==> config.mk <==
export PLATFORM = sky130hd
export DESIGN_NAME = visca_zoom_tx
export DESIGN_NICKNAME = d
export VERILOG_FILES = /design/src/rtl/visca_pkg.sv /design/src/rtl/visca_zoom_bytesel.sv /design/src/rtl/visca_zoom_tx.sv
export SDC_FILE = /design/constraint.sdc
export NUM_CORES = 1
export LEC_CHECK = 0
export CAP_MARGIN = 0
export CORE_AREA = 4 4 71 73
export DETAILED_ROUTE_END_ITERATION = 10
export DIE_AREA = 0 0 75 77
export HOLD_SLACK_MARGIN = 0.03
export PLACE_DENSITY = 0.81
export RECOVER_POWER = 25
export SYNTH_ARGS = -nofsm -noshare
export SYNTH_HDL_FRONTEND = slang
export SYNTH_SLANG_ARGS = --single-unit
==> constraint.sdc <==
create_clock -name clk -period 2.65 [get_ports clk]
set_input_delay 0.795 -clock clk [delete_from_list [all_inputs] [get_ports clk]]
set_output_delay 0.795 -clock clk [all_outputs]
set_load 0.02 [all_outputs]
==> src/rtl/visca_pkg.sv <==
// rtl/visca_pkg.sv - VISCA zoom opcodes, packet byte constants and FSM states
package visca_pkg;

  typedef enum logic [1:0] {
    VISCA_OP_STOP   = 2'd0,
    VISCA_OP_TELE   = 2'd1,
    VISCA_OP_WIDE   = 2'd2,
    VISCA_OP_DIRECT = 2'd3
  } visca_op_e;

  typedef enum logic [1:0] {
    ST_IDLE = 2'd0,
    ST_SEND = 2'd1,
    ST_GAP  = 2'd2
  } visca_tx_state_e;

  localparam logic [7:0] VISCA_HDR_BASE    = 8'h80;
  localparam logic [7:0] VISCA_CAT_CMD     = 8'h01;
  localparam logic [7:0] VISCA_CAT_CAM     = 8'h04;
  localparam logic [7:0] VISCA_ZOOM        = 8'h07;
  localparam logic [7:0] VISCA_ZOOM_DIRECT = 8'h47;
  localparam logic [7:0] VISCA_TERM        = 8'hFF;
  localparam logic [3:0] VISCA_TELE_NIB    = 4'h2;
  localparam logic [3:0] VISCA_WIDE_NIB    = 4'h3;

  localparam int VISCA_LEN_ZOOM   = 6;
  localparam int VISCA_LEN_DIRECT = 9;

endpackage

==> src/rtl/visca_zoom_bytesel.sv <==
// rtl/visca_zoom_bytesel.sv - combinational VISCA zoom packet byte lookup
module visca_zoom_bytesel
  import visca_pkg::*;
#(
  parameter int CAM_ADDR = 1
) (
  input  visca_op_e   op,
  input  logic [3:0]  index,
  input  logic [2:0]  speed,
  input  logic [15:0] pos,
  output logic [7:0]  data,
  output logic        last
);

  localparam logic [3:0] LAST_ZOOM   = 4'(VISCA_LEN_ZOOM - 1);
  localparam logic [3:0] LAST_DIRECT = 4'(VISCA_LEN_DIRECT - 1);

  logic direct;
  logic [7:0] zoom_arg;

  assign direct = (op == VISCA_OP_DIRECT);

  always_comb begin
    zoom_arg = 8'h00;
    case (op)
      VISCA_OP_TELE: zoom_arg = {VISCA_TELE_NIB, 1'b0, speed};
      VISCA_OP_WIDE: zoom_arg = {VISCA_WIDE_NIB, 1'b0, speed};
      default:       zoom_arg = 8'h00;
    endcase
  end

  always_comb begin
    data = 8'h00;
    last = direct ? (index == LAST_DIRECT) : (index == LAST_ZOOM);
    case (index)
      4'd0:    data = VISCA_HDR_BASE | 8'(CAM_ADDR);
      4'd1:    data = VISCA_CAT_CMD;
      4'd2:    data = VISCA_CAT_CAM;
      4'd3:    data = direct ? VISCA_ZOOM_DIRECT : VISCA_ZOOM;
      4'd4:    data = direct ? {4'h0, pos[15:12]} : zoom_arg;
      4'd5:    data = direct ? {4'h0, pos[11:8]} : VISCA_TERM;
      4'd6:    data = direct ? {4'h0, pos[7:4]} : 8'h00;
      4'd7:    data = direct ? {4'h0, pos[3:0]} : 8'h00;
      4'd8:    data = direct ? VISCA_TERM : 8'h00;
      default: data = 8'h00;
    endcase
  end

endmodule

==> src/rtl/visca_zoom_tx.sv <==
// rtl/visca_zoom_tx.sv - VISCA zoom command transmitter with inter-command gap
module visca_zoom_tx
  import visca_pkg::*;
#(
  parameter int CAM_ADDR   = 1,
  parameter int GAP_CYCLES = 1024,
  parameter int POS_W      = 16
) (
  input  logic             clk,
  input  logic             rst,
  input  logic             cmd_valid,
  output logic             cmd_ready,
  input  logic [1:0]       cmd_op,
  input  logic [2:0]       cmd_speed,
  input  logic [POS_W-1:0] cmd_pos,
  output logic [7:0]       tx_data,
  output logic             tx_valid,
  input  logic             tx_ready,
  output logic             busy,
  output logic             done
);

  if (CAM_ADDR < 1 || CAM_ADDR > 7) begin : g_bad_addr
    $error("visca_zoom_tx: CAM_ADDR must be 1..7");
  end
  if (POS_W != 16) begin : g_bad_pos
    $error("visca_zoom_tx: POS_W must be 16");
  end

  localparam int GAP_W = (GAP_CYCLES > 1) ? $clog2(GAP_CYCLES) : 1;
  localparam logic [GAP_W-1:0] GAP_LOAD = (GAP_CYCLES > 0) ? GAP_W'(GAP_CYCLES - 1) : '0;

  visca_tx_state_e  state, state_nx;
  logic [3:0]       idx, idx_nx;
  logic [GAP_W-1:0] gap_cnt, gap_nx;
  logic             done_nx;
  logic             live;
  visca_op_e        op_q;
  logic [2:0]       speed_q;
  logic [POS_W-1:0] pos_q;
  logic [7:0]       sel_byte;
  logic             sel_last;
  logic             accept;

  // live keeps cmd_ready low until the first clock after reset release
  assign accept    = cmd_valid && cmd_ready;
  assign cmd_ready = live && (state == ST_IDLE);
  assign tx_valid  = (state == ST_SEND);
  assign tx_data   = tx_valid ? sel_byte : 8'h00;
  assign busy      = (state != ST_IDLE);

  visca_zoom_bytesel #(.CAM_ADDR(CAM_ADDR)) u_bytesel (
    .op    (op_q),
    .index (idx),
    .speed (speed_q),
    .pos   (pos_q[15:0]),
    .data  (sel_byte),
    .last  (sel_last)
  );

  always_ff @(posedge clk or posedge rst) begin
    if (rst) begin
      state   <= ST_IDLE;
      idx     <= 4'd0;
      gap_cnt <= '0;
      done    <= 1'b0;
      live    <= 1'b0;
      op_q    <= VISCA_OP_STOP;
      speed_q <= 3'd0;
      pos_q   <= '0;
    end else begin
      state   <= state_nx;
      idx     <= idx_nx;
      gap_cnt <= gap_nx;
      done    <= done_nx;
      live    <= 1'b1;
      if (accept) begin
        op_q    <= visca_op_e'(cmd_op);
        speed_q <= cmd_speed;
        pos_q   <= cmd_pos;
      end
    end
  end

  always_comb begin
    state_nx = state;
    idx_nx   = idx;
    gap_nx   = gap_cnt;
    done_nx  = 1'b0;
    case (state)
      ST_IDLE: begin
        if (accept) begin
          state_nx = ST_SEND;
          idx_nx   = 4'd0;
        end
      end
      ST_SEND: begin
        if (tx_ready) begin
          if (sel_last) begin
            done_nx = 1'b1;
            idx_nx  = 4'd0;
            if (GAP_CYCLES == 0) begin
              state_nx = ST_IDLE;
            end else begin
              state_nx = ST_GAP;
              gap_nx   = GAP_LOAD;
            end
          end else begin
            idx_nx = idx + 4'd1;
          end
        end
      end
      ST_GAP: begin
        // the zero count still occupies one cycle, giving exactly GAP_CYCLES
        if (gap_cnt == '0) state_nx = ST_IDLE;
        else               gap_nx   = gap_cnt - 1'b1;
      end
      default: state_nx = ST_IDLE;
    endcase
  end

endmodule

==> impl_metrics.json <==
{
  "status": "finished, violations left",
  "violations": "setup timing",
  "grt_setup_unrepaired": "true",
  "synth_edf_count": 0,
  "reg2reg_depth": 9,
  "synth_top_cell_by_area": "dfrtp_1",
  "cts_made_buffers": 5,
  "vias_per_cell": 5.745,
  "critPathArrivalTime_ps": 2000,
  "initial_core_util_pct": 48.74,
  "yosys.cell_count.top_type": "dfrtp_1",
  "rows": 24,
  "synth_top_area_share_pct": 45.99,
  "cts_hold_buf": 0,
  "combPwrFrac_pct": 55.0,
  "path_max_fanout": 6,
  "drive_above_1_share_pct": 34.53,
  "chipWidth_um": 75,
  "startpoint": "idx[0]",
  "hold_class": "register to register",
  "worst_pin_slew_ps": 986.9,
  "syn-num-nets": 236,
  "dr_total_vias": 1896,
  "cts_tree": "built",
  "ys_top_cells_by_count": "39 x dfrtp_1, 15 x mux2_1, 14 x nand2_1",
  "r2r-start": "idx[0]",
  "tns_ps": -787.2,
  "power.switching_w": 0.001312,
  "clk_pin_slew_ps": 80,
  "wl_per_cell_um": 18.39,
  "utilization_pct": 71.98,
  "place_ws_ps": -272.3,
  "finClkSkew_ps": 8.308,
  "fin_area_um2": 3134,
  "synth_ff_type": "dfrtp_1",
  "crit_path_end": "tx_data[0]",
  "cp_cell_sequence": "inv_2 > ha_4 > buf_6 > nor4_4 > a21oi_2 > nand2_2 > buf_4 > a31oi_1 > buf_4",
  "place_congestion": 0.8475,
  "powerDensity_nw_per_um2": 1109,
  "peakVddDrop_mv": 0.5965,
  "ys_seq_area_share_pct": 45.99,
  "nets": 310,
  "coreArea_um2": 4354,
  "hold_violations": 0,
  "r2r-end": "gap_cnt[6]",
  "synth_area_leaders": "dfrtp_1 46%, mux2_1 8.0%, ha_1 4.7%",
  "p_seq_share_pct": 29.9,
  "drt_iter0_drc": 142,
  "postRouteAntennaNets": 0,
  "r2r_setup_slack_ps": 540,
  "hold_slack_ps": 486.0,
  "end_kind": "output pin",
  "diodes": 0,
  "setup_violations": 7,
  "post-route-period-util_pct": 105.5,
  "root_buffer": "clkbuf_8",
  "routed_wl_um": 6068,
  "dpl_cell_area_um2": 2771,
  "p_leak_nw": 1.279,
  "antenna_found_initial": 0,
  "slew-limit-headroom_pct": 34.20,
  "cap_violations": 0,
  "slew_viol_final": 0,
  "synth_area_um2": 2122,
  "die-area_um2": 5775,
  "syn_inst": 203,
  "portBuffers": 36,
  "clkPwrFrac_pct": 15.1,
  "fillers": 307,
  "track_usage_pct": 20.73,
  "ys_ff_latch": 39,
  "slowest_delay_ps": 450,
  "max_freq_mhz": 357.7,
  "io_pins": 37,
  "slowest_stage": "dfrtp_2",
  "cts_buffer_depth": 2,
  "timing_worst_setup_path_type": "register to output pin",
  "overflow": 0,
  "drc": 0,
  "grt_start_max_net_pins": 40,
  "die_h_um": 77,
  "cts_sinks": 39,
  "avgSynthCellArea_um2": 10.45,
  "area_growth_pct": 47.70,
  "dr.pass1.iters": 4,
  "synthArstFlopShare_pct": 100.0,
  "post-route-min-period_ps": 2796,
  "swShare_pct": 37.76,
  "required_ps": 1860,
  "clock_latency_ps": 300,
  "start_kind": "register",
  "htree_levels": 2,
  "setup_ws_ps": -145.8,
  "yosysUniqueCellTypes": 53,
  "cpMostUsedCell": "buf_4",
  "ys.warnings.count": 0,
  "grt_pass1_wl_um": 9246,
  "dp_hpwl_um": 3752,
  "grt_pass1_vias": 1998,
  "p_int_w": 0.002163
}
[layout by cell type, fill, tap and decap left out, types with 4 or more instances in the layout]
cell	count
nand2_1	13
mux2_1	15
dfrtp_1	37
inv_2	4
clkdlybuf4s50_1	26
clkbuf_8	6
nand2b_1	5
o21ai_1	6
o21ai_0	5
mux2_2	5
nor2_1	10
buf_4	31
inv_1	6
nand3_1	9
ha_4	6
buf_6	13
[sequential cells by signal, summed over array words and instances (netlist names)]
name	cells
pos_q	16
gap_cnt	10
idx	4
speed_q	3
op_q	2
state	2
done	1
live	1
[kinds of logic after synthesis]
logic type,after synthesis,synth area share (%)
adder cells (fa/ha/maj),8,4.717
multiplexers,22,11.56
flip-flops,39,45.99
AND/OR/NAND/NOR,66,17.98
buffers and inverters,18,3.479
XOR/XNOR,2,0.8256
other,1,0.1767
AO/OA/AOI/OAI,47,15.27
[metrics by stage]
step                      cells  total power (W)
after floorplan             203         0.001781
after global placement      314         0.002382
after detailed placement    314         0.002438
after CTS                   328         0.003164
after global routing        330         0.003695
final                       330         0.003476
[routing by layer]
metal	share of wire (%)	track usage [%]	vias to the layer above
met4	2.8	6.584	0
met3	5.2	4.837	18
met5	0	0	-
li1	-	-	885
met1	37	23.75	931
met2	54	36.85	62
[area by class of cell]
class | instances | area, µm² | share of cell area, %
clock buffer | 6 | 82.58 | 2.635
timing repair buffer | 75 | 691.9 | 22.08
sequential | 39 | 978.4 | 31.22
tap | 52 | 65.06 | 2.076
multi-input combinational | 146 | 1244 | 39.68
clock inverter | 2 | 35.03 | 1.118
inverter | 10 | 37.54 | 1.198
[worst min-delay path by stage]
| stage | from | endpoint | slack [ps] | depth (start not counted) |
|---|---|---|---|---|
| floorplan | pos_q[10] | pos_q[10] | 450 | 1 |
| global placement | pos_q[10] | pos_q[10] | 470 | 1 |
| detailed placement | pos_q[10] | pos_q[10] | 470 | 1 |
| CTS | pos_q[10] | pos_q[10] | 490 | 1 |
| global route | pos_q[10] | pos_q[10] | 520 | 1 |
| finish | pos_q[10] | pos_q[10] | 490 | 1 |
[power by group through the flow]
stage	clock (W)	sequential (W)	combinational, W
2_1_floorplan	0	0.000954	0.000827
3_3_place_gp	0	0.000999	0.00138
3_5_place_dp	0	0.00101	0.00142
4_1_cts	0.000527	0.00101	0.00162
5_1_grt	0.000556	0.00107	0.00207
6_report	0.000525	0.00104	0.00191
[critical path, delay by kind of cell (launching register included)]
kind | cells | cell delay, ps
DFF | 1 | 450
and+or+nand+nor | 2 | 440
buffers and inverters | 4 | 510
AOI/OAI and AO/OA | 2 | 110
adders and majority gates | 1 | 180
[what timing repair did]
item,4_1_cts,5_1_grt
endpoints found under the setup margin,8,9
gates resized for setup,60,30
pin swaps,4,12
buffers inserted,6,3
Note: power is estimated with default switching activity, not from simulation.
